<file path="src/rtl/divider_pkg.sv">
// Shared types and width helpers for the divider family.
// No logic; latency and backpressure are defined by the modules that import this package.
package divider_pkg;

  typedef enum logic [1:0] {
    IDLE = 2'd0,
    RUN  = 2'd1,
    DONE = 2'd2
  } state_t;

  // Quotient/remainder width and product width for a given divisor width.
  function automatic int qw(input int width);
    return 2 * width;
  endfunction

  function automatic int pw(input int width);
    return 3 * width;
  endfunction

endpackage

</file>
<file path="src/rtl/divider_check_mul_mul_step.sv">
// One shift-add multiply iteration: conditional accumulate, shift multiplicand left, multiplier right.
// Purely combinational, zero latency; no handshake.
module mul_step
  import divider_pkg::*;
#(
  parameter int WIDTH = 4
) (
  input  logic [pw(WIDTH)-1:0] acc,
  input  logic [pw(WIDTH)-1:0] mc,
  input  logic [WIDTH-1:0]     mp,
  output logic [pw(WIDTH)-1:0] acc_nxt,
  output logic [pw(WIDTH)-1:0] mc_nxt,
  output logic [WIDTH-1:0]     mp_nxt,
  output logic                 mp_zero
);

  assign acc_nxt = mp[0] ? acc + mc : acc;
  assign mc_nxt  = mc << 1;
  assign mp_nxt  = mp >> 1;
  assign mp_zero = (mp_nxt == '0);

endmodule

</file>
<file path="src/rtl/divider_check_mul.sv">
// Rebuilds dividend = quo*divisor + rem by shift-add; optional DIVIDER_CHECK_MUL_EARLY_EXIT_EN.
// Latency WIDTH iterations (fewer with early exit) plus a done cycle; start ignored while busy.
module divider_check_mul
  import divider_pkg::*;
#(
  parameter int WIDTH = 4
) (
  input  logic                 clk,
  input  logic                 rst_n,
  input  logic                 start,
  input  logic [2*WIDTH-1:0]   quo,
  input  logic [WIDTH-1:0]     divisor,
  input  logic [2*WIDTH-1:0]   rem,
  output logic                 busy,
  output logic                 done,
  output logic [3*WIDTH-1:0]   dividend,
  output logic                 ovf,
  output logic                 rem_err
);

  localparam int QW = qw(WIDTH);
  localparam int PW = pw(WIDTH);
  localparam int CW = (WIDTH > 1) ? $clog2(WIDTH) : 1;

  state_t          state, state_nxt;
  logic [PW-1:0]   acc, mc, acc_nxt, mc_nxt;
  logic [WIDTH-1:0] mp, mp_nxt;
  logic            mp_zero;
  logic [CW-1:0]   cnt;
  logic            rem_err_q;
  logic            last_iter;

  mul_step #(.WIDTH(WIDTH)) u_step (
    .acc     (acc),
    .mc      (mc),
    .mp      (mp),
    .acc_nxt (acc_nxt),
    .mc_nxt  (mc_nxt),
    .mp_nxt  (mp_nxt),
    .mp_zero (mp_zero)
  );

`ifdef DIVIDER_CHECK_MUL_EARLY_EXIT_EN
  // Once no multiplier bits remain, further iterations cannot change acc.
  assign last_iter = (cnt == CW'(WIDTH-1)) || mp_zero;
`else
  assign last_iter = (cnt == CW'(WIDTH-1));
`endif

  always_comb begin
    state_nxt = state;
    case (state)
      IDLE:    if (start) state_nxt = RUN;
      RUN:     if (last_iter) state_nxt = DONE;
      DONE:    state_nxt = IDLE;
      default: state_nxt = IDLE;
    endcase
  end

  always_ff @(posedge clk or negedge rst_n) begin
    if (!rst_n) state <= IDLE;
    else        state <= state_nxt;
  end

  always_ff @(posedge clk or negedge rst_n) begin
    if (!rst_n) begin
      acc       <= '0;
      mc        <= '0;
      mp        <= '0;
      cnt       <= '0;
      rem_err_q <= 1'b0;
      dividend  <= '0;
      ovf       <= 1'b0;
      rem_err   <= 1'b0;
    end else begin
      case (state)
        IDLE: if (start) begin
          mc        <= {{WIDTH{1'b0}}, quo};
          mp        <= divisor;
          acc       <= {{WIDTH{1'b0}}, rem};
          rem_err_q <= ({{WIDTH{1'b0}}, rem} >= {{QW-WIDTH{1'b0}}, divisor});
          cnt       <= '0;
        end
        RUN: begin
          acc <= acc_nxt;
          mc  <= mc_nxt;
          mp  <= mp_nxt;
          cnt <= cnt + 1'b1;
          if (last_iter) begin
            dividend <= acc_nxt;
            ovf      <= |acc_nxt[PW-1:QW];
            rem_err  <= rem_err_q;
          end
        end
        default: ;
      endcase
    end
  end

  assign busy = (state != IDLE);
  assign done = (state == DONE);

endmodule
</file>
<file path="config.mk">
export PLATFORM = sky130hd
export DESIGN_NAME = divider_check_mul
export DESIGN_NICKNAME = d
export VERILOG_FILES = /design/src/rtl/divider_pkg.sv /design/src/rtl/divider_check_mul_mul_step.sv /design/src/rtl/divider_check_mul.sv
export SDC_FILE = /design/constraint.sdc
export NUM_CORES = 1
export LEC_CHECK = 0
export CAP_MARGIN = 0
export CORE_UTILIZATION = 45
export CTS_BUF_LIST = sky130_fd_sc_hd__clkbuf_8
export DETAILED_ROUTE_END_ITERATION = 8
export PLACE_DENSITY_LB_ADDON = 0.1
export SLEW_MARGIN = 20
export SYNTH_ARGS = -nofsm -noshare
export SYNTH_HDL_FRONTEND = slang
export SYNTH_SLANG_ARGS = --single-unit
</file>
<file path="constraint.sdc">
create_clock -name clk -period 4.02 [get_ports clk]
set_input_delay 0.402 -clock clk [delete_from_list [all_inputs] [get_ports clk]]
set_output_delay 0.402 -clock clk [all_outputs]
set_load 0.01 [all_outputs]
</file>
Yosys cells after proc, flatten, opt, wreduce, memory -nomap -nowiden

Cells that the tools add are included.

Register bits: 47
Input bits: 23
Output and inout port bits: 16

Add/subtract/negate cells: 2
Magnitude comparators: 1
Eq/ne operators: 5
Mux-type cells: 12
Reduce and logical (&&, ||, !) cells: 8

Operator list:

| kind                                                                   | number |
|---|---|
| 12-bit case mux with 2 select lines                                    | 2 |
| 12-bit 2-to-1 mux                                                      | 3 |
| 12-bit adder                                                           | 1 |
| 8-bit by 4-bit >= comparator with 1-bit output                         | 1 |
| 2-bit case mux with 2 select lines                                     | 2 |
| 4-bit case mux with 2 select lines                                     | 1 |
| 2-bit AND reduction                                                    | 4 |
| 2-bit 2-to-1 mux                                                       | 3 |
| 2-bit equality test (second input constant)                            | 2 |
| 4-bit 2-to-1 mux                                                       | 1 |
| 2-bit != test (second input constant)                                  | 2 |
| 2-bit nonzero test                                                     | 2 |
| 4-bit OR reduction                                                     | 1 |
| 2-bit by 1-bit adder with 2-bit output (second input constant)         | 1 |
| 2-bit by 1-bit equality test with 1-bit output (second input constant) | 1 |
| 2-bit logical NOT                                                      | 1 |

Logic depth before layout (Yosys ltp)

Gate-level depths: netlist (run 1).

Word-level depth: 3
Depth in mapped cells: 9
Depth with buffers taken out: 9

By module

A second synthesis (run 1) with hierarchy kept.

Cells, all modules: 303
Area, all modules: 2957.8 um2

Modules (own cells, without submodules):

| module            | instances | cells each | area an instance (um2) | sequential area each (um2) |
|---|---|---|---|---|
| divider_check_mul | 1         | 189        | 2124.5                 | 1176.1 |
| mul_step          | 1         | 114        | 833.3                  | 0.0 |

Worst setup path after synthesis (run 1)

Ideal clock, no wire load.

Kind: reg-to-reg
Start point: register acc[0]
End point: register ovf
Setup time: 0.145 ns
Data arrival time: 1.962 ns
Required time: 3.875 ns
Path slack: 1.913 ns
Cell stages (with the launch flop): 10
Path buffers: 0
Clock period less this slack: 2.107 ns
Cell sequence: dfrtp_1 ha_1 inv_1 fa_1 nor2b_4 o31a_1 o31a_1 a32o_1 nor3b_1 a31oi_1

Longest elaborated chain between the ends: 3

Ends and longest elaborated chain:

| element                | line                             | text |
|---|---|---|
| from (decl)            | divider_check_mul.sv:26          | `logic [PW-1:0] acc, mc, acc_nxt, mc_nxt;` |
| from (signal assigned) | divider_check_mul.sv:80          | `acc <= {{WIDTH{1'b0}}, rem};` |
| from (signal assigned) | divider_check_mul.sv:85          | `acc <= acc_nxt;` |
| 12-bit adder           | divider_check_mul_mul_step.sv:17 | `assign acc_nxt = mp[0] ? acc + mc : acc;` |
| 12-bit 2-to-1 mux      | divider_check_mul_mul_step.sv:17 |  |
| 4-bit OR reduction     | divider_check_mul.sv:91          | `ovf <= \|acc_nxt[PW-1:QW];` |
| to (signal assigned)   | divider_check_mul.sv:91          |  |
| to (decl)              | divider_check_mul.sv:17          | `output logic ovf,` |

Every way passes these cells.
A chain may end at the register's enable or synchronous reset.

Final worst setup path (run 1)

Same ends and word-level chain as after synthesis.

==> results of run 1 <==
-- registers in the layout, summed over array words and instances, names as in the netlist --
signal,cells
state,2
mp,4
rem_err_q,1
dividend,12
ovf,1
cnt,2
acc,12
rem_err,1
mc,12
-- cell type report --
| type | instances | area, sq um |
|---|---|---|
| inverters | 10 | 37.5 |
| fillers | 529 | 2430 |
| flip-flops and latches | 47 | 1180 |
| well taps | 72 | 90.1 |
| clock buffers | 6 | 82.6 |
| repair buffers | 40 | 393 |
| clock inverters | 1 | 5.00 |
| multi-input cells | 222 | 1430 |
-- logic make-up after synthesis --
logic type	after synthesis	synth area share [%]
muxes	17	6.40
AOI/OAI and AO/OA	91	21.8
and+or+nand+nor	93	15.0
DFF	47	43.6
adders and majority gates	17	8.17
buffers and inverters	24	3.67
xor gates and xnor gates	4	1.30
-- critical path: stages (launching register included) --
cell	delay (ns)
dfrtp_1	0.41
ha_1	0.24
inv_1	0.08
fa_1	0.24
nor2b_4	0.06
o31a_1	0.29
o311a_1	0.33
mux2i_1	0.14
nor3_1	0.27
a31oi_1	0.12
-- stage by stage --
stage               worst slack (ns)  instances  utilization (%)  hold WS [ns]
finish                          1.72        398             56.9         0.100
detailed placement              1.74        391             55.3         0.467
global route                    1.54        398             56.9         0.152
CTS                             1.72        398             56.9         0.322
global placement                1.73        391             55.3         0.455
floorplan                       1.91        293                -         0.106
-- worst min path at each step --
stage                              to  slack, ns
final                        state[0]       0.10
after global routing      dividend[2]       0.15
after CTS                    state[0]       0.32
after detailed placement        mp[1]       0.47
after global placement          mp[1]       0.45
after floorplan                acc[0]       0.11
-- routing by layer --
layer  track usage (%)  part of all wire, %  up-vias
met3              3.20                  4.5        7
met1              31.7                   52     1018
met5                 0                    0        -
li1                  -                    -     1108
met2              31.6                   42       61
met4              6.18                  1.0        0
-- cell usage after synthesis (3+ instances only) --
master    count  area [sq um]
a211oi_1      6          45.0
a21o_1        5          37.5
a21oi_1      12          60.1
a22oi_1       4          30.0
buf_2         4          20.0
clkbuf_1      8          30.0
dfrtp_1      47          1180
ha_1         16           200
inv_1         9          33.8
mux2i_1      15           150
nand2_1      52           195
nand2b_1      3          18.8
nand3_1       4          20.0
nor2_1       20          75.1
nor2b_1       6          37.5
o21a_1        4          30.0
o21ai_0      26           130
o21ai_1      11          55.1
o22ai_1       4          25.0
-- power breakdown --
group          switching, mW  internal, mW  total (mW)  leakage (nW)
Sequential             0.170         0.681       0.851         0.583
Combinational          0.757         0.603        1.36         0.763
Clock                  0.153         0.135       0.288        0.0470
==> qor.csv, run 1 <==
metric,value,unit
status,completed,
flop2flop setup slack,1.72,ns
Synth Flop Type,dfrtp_1,
Critical R2R Launch,acc[0],
cts hold-fix bufs,0,
clk_skew,0.00517,ns
final instance area,3210,sq um
Layout area overhead,19.1,%
setup TNS,0,ns
Unique masters post-synth,48,
Routed Antenna Nets,0,
Starting Density,47.8,%
GRT Resource Usage Total,21.2,%
Die Ht,79.4,microns
R2R depth,9,
Worst-path clk slew,0.08,ns
final setup violation count,0,
"Clk Latency, worst-skew pair",0.30,ns
Starting DRT DRC Count,114,
num rows,27,
"EDFF count, synth",0,
"leading cell types in the layout, fill and taps excluded","nand2_1 (52), dfrtp_1 (47), clkdlybuf4s50_1 (37)",
vias per cell,5.51,
antenna violations before repair,0,
root buf cell,clkbuf_8,
core area,5640,sq um
Hold Fails Final Rpt,0,
RSZ-0062 raised after global routing,false,
asr flop ratio synth,100,%
CP arrival,2.46,ns
register area share after synthesis,43.6,%
# H-tree levels,2,
layout cells sized above 1,5.52,%
post-cts resize count,0,
Worst Setup Start Kind,flip-flop,
CTS tree,yes,
Avg WL per Cell,14.9,microns
clock tree sinks,47,
cts bufs inserted,5,
Avg Synthesized Cell Area,9.20,sq um
detailed placer's ending HPWL,4.22,mm
"Slew Viols, Final",0,
Peak VDD IR,0.000381,V
area of the mapped netlist,2700,sq um
CP endpoint,ovf,
Achievable Freq,435,MHz
routability cong.,0.829,
maximum fanout along the worst path,4,
Worst setup EP type,flip-flop,
Leak,1.39,nW
Hold Crit Class,input port to async pin,
Post-Syn Nets,333,
first-pass GRT wire length,10.3,mm
Pwr Total,2.50,mW
Cells after Synth,293,
"most common cell after layout, fill and taps aside",nand2_1,
vias in the first global route,2063,
Ant. Diodes,0,
DRT Wirelength,5.92,mm
"Setup Fix Bufs, Post-CTS",0,
largest net degree at the start of global routing,48,
Critical Path Start,acc[0],
Die W,79.4,microns
Post-DP Area,3120,sq um
Slew HR,47.3,%
Worst Path Required,4.18,ns
Yosys warnings,0,
Final #Nets,366,
DRC,0,
Max Cap Viol,0,
worst slew pin tran,0.790,ns
via count,2194,
First-pass DRT Iterations,4,
I/O pin cnt,39,
post-route clock period utilization,57.2,%
Power Density,778,nW/um^2
post-route minimum period,2.30,ns
CTS max path bufs,2,
die area,6310,sq um
R2R Path End,ovf,
Yosys reg bits,47,
WS Path Type,flip-flop to flip-flop,
IO Port Bufs,38,
total gr overflow,0,
(Power assumes the default switching activity.)
==> inputs of run 2 (changes only) <==
clock period = 2.06 ns   (was 4.02 ns; I/O delays follow)
==> run 2 against run 1 <==
  * The run now ends with negative setup slack left
  * Routed wire length rose by 15%
  * Clock power rose by 96%
  * Die area did not move
  * Flip-flop and latch count did not move
  * Critical endpoint unchanged
==> qor.csv, run 2 (same netlist as run 1, synthesis figures left out) <==
metric,value,unit
"delay-heaviest family, CP",compound AO/OA/AOI/OAI gates,
final core utilization,63.9,%
total gr overflow,0,
clock tree sinks,47,
status,finished with violations,
flop2flop setup slack,-0.14,ns
DRT Wirelength,6.79,mm
GRT Resource Usage Total,23.7,%
CP arrival,2.40,ns
Hold Fails Final Rpt,0,
Hold Crit Class,input port to async pin,
Worst Path Required,2.26,ns
detailed placer's ending HPWL,4.97,mm
Die W,79.4,microns
Achievable Freq,455,MHz
Int Power,3.23,mW
CP Cell Sequence,"ha_2, inv_2, fa_2, nor2b_4, o31a_1, o31a_1, a32o_2, nor3b_2, a31oi_1",
Ant. Diodes,0,
layout cells sized above 1,19.5,%
CTS tree,yes,
post-route clock period utilization,107,%
cts bufs inserted,5,
Sw Share,42.5,%
fill cell count,488,
"most common cell after layout, fill and taps aside",nand2_1,
Peak VDD IR,0.000681,V
worst slew pin tran,0.776,ns
core area,5640,sq um
vias per cell,5.42,
DRC,0,
Slew HR,48.3,%
RSZ-0062 raised after global routing,true,
"Slew Viols, Final",0,
Sequential Power Share,28.8,%
num rows,27,
Starting Density,47.8,%
Layout area overhead,33.6,%
Power Density,1560,nW/um^2
CP peak stage delay,0.40,ns
Largest regs,"acc x12, dividend x12, mc x12",
post-route minimum period,2.20,ns
I/O pin cnt,39,
vias in the first global route,2318,
"Clk Latency, worst-skew pair",0.31,ns
Leak,1.60,nW
CTS max path bufs,2,
final setup violation count,8,
R2R Path End,ovf,
# H-tree levels,2,
Worst-path clk slew,0.09,ns
Routed Antenna Nets,0,
antenna violations before repair,0,
failing checks,negative setup slack,
Worst Setup Start Kind,flip-flop,
Avg WL per Cell,15.5,microns
clock power share,10.0,%
worst path bufs/invs,1,
Critical Path Slowest Stage Cell,dfrtp_1,
Max Cap Viol,0,
Critical R2R Launch,acc[0],
R2R depth,9,
IO Port Bufs,38,
maximum fanout along the worst path,4,
first-pass GRT wire length,11.3,mm
Final #Nets,404,
via count,2369,
"leading cell types in the layout, fill and taps excluded","nand2_1 (52), dfrtp_1 (47), clkdlybuf4s50_1 (37), buf_4 (37), o21ai_0 (24)",
combinational share of power,61.1,%
cell repeated most along the worst path,o31a_1,
routability cong.,0.843,
WS Path Type,flip-flop to flip-flop,
root buf cell,clkbuf_8,
Pwr Total,5.62,mW
Critical Path Start,acc[0],
Worst setup EP type,flip-flop,
Starting DRT DRC Count,89,
largest net degree at the start of global routing,26,
clk_skew,0.00922,ns
First-pass DRT Iterations,4,
Switch Pwr,2.39,mW
final worst setup slack,-0.137,ns
die area,6310,sq um
Die Ht,79.4,microns
[run 2: changes by cell type in the layout (fill, tap and decap cells not counted), moves of 2 or more]
cell,previous run,this run
buf_12,0,2
a211oi_1,6,3
o21ai_0,26,24
buf_4,3,37
clkinvlp_4,0,2
ha_1,16,14
a211oi_2,0,3
[run 2: metal layers]
layer	GRT usage, %	share of wire [%]	routed length, microns	vias to the layer above
li1	-	-	-	1192
met1	33.5	49	3310	1093
met2	36.3	44	3010	74
met3	3.89	4.7	317	10
met4	8.91	2.1	140	0
met5	0	0	0	-
[run 2: worst max path at each step]
stage / endpoint / slack (ns) / cells after the start
global route: ovf / -0.21 / 9
detailed placement: ovf / -0.15 / 9
finish: ovf / -0.14 / 9
CTS: acc[10] / -0.05 / 9
floorplan: ovf / -0.04 / 9
global placement: ovf / -0.09 / 9
[run 2: stage by stage]
| stage | instances | TNS, ns | area (sq um) | setup WS (ns) | hold slack (ns) |
|---|---|---|---|---|---|
| 2_1_floorplan | 293 | -0.0351 | 2700 | -0.0351 | -0.0896 |
| 3_3_place_gp | 422 | -0.253 | 3380 | -0.0922 | 0.249 |
| 3_5_place_dp | 422 | -0.496 | 3380 | -0.151 | 0.250 |
| 4_1_cts | 433 | -0.0933 | 3540 | -0.0482 | 0.446 |
| 5_1_grt | 437 | -1.38 | 3600 | -0.214 | 0.476 |
| 6_report | 437 | -0.373 | 3600 | -0.137 | 0.429 |
[run 2: final cells by class]
cell class / count / area, sq um / share of cell area, %
tap: 72 / 90.1 / 2.50
multi-input combinational: 222 / 1510 / 41.8
clock inverter: 3 / 20.0 / 0.556
timing repair buffer: 78 / 703 / 19.5
clock buffer: 5 / 68.8 / 1.91
sequential: 47 / 1180 / 32.6
inverter: 10 / 37.5 / 1.04
[run 2: power groups by stage]
stage          clock [mW]  combinational (mW)  sequential (mW)
3_5_place_dp            0                3.17             1.63
2_1_floorplan           0                1.88             1.63
6_report            0.565                3.44             1.62
5_1_grt             0.617                3.80             1.68
4_1_cts             0.585                3.28             1.62
3_3_place_gp            0                3.12             1.62
[run 2: repair_timing]
action,CTS,global route
setup buffers,2,4
endpoints found under the setup margin,9,11
endpoints found under the hold margin,23,0
hold buffers,1,0
gates resized for setup,8,10
pin swaps,2,8
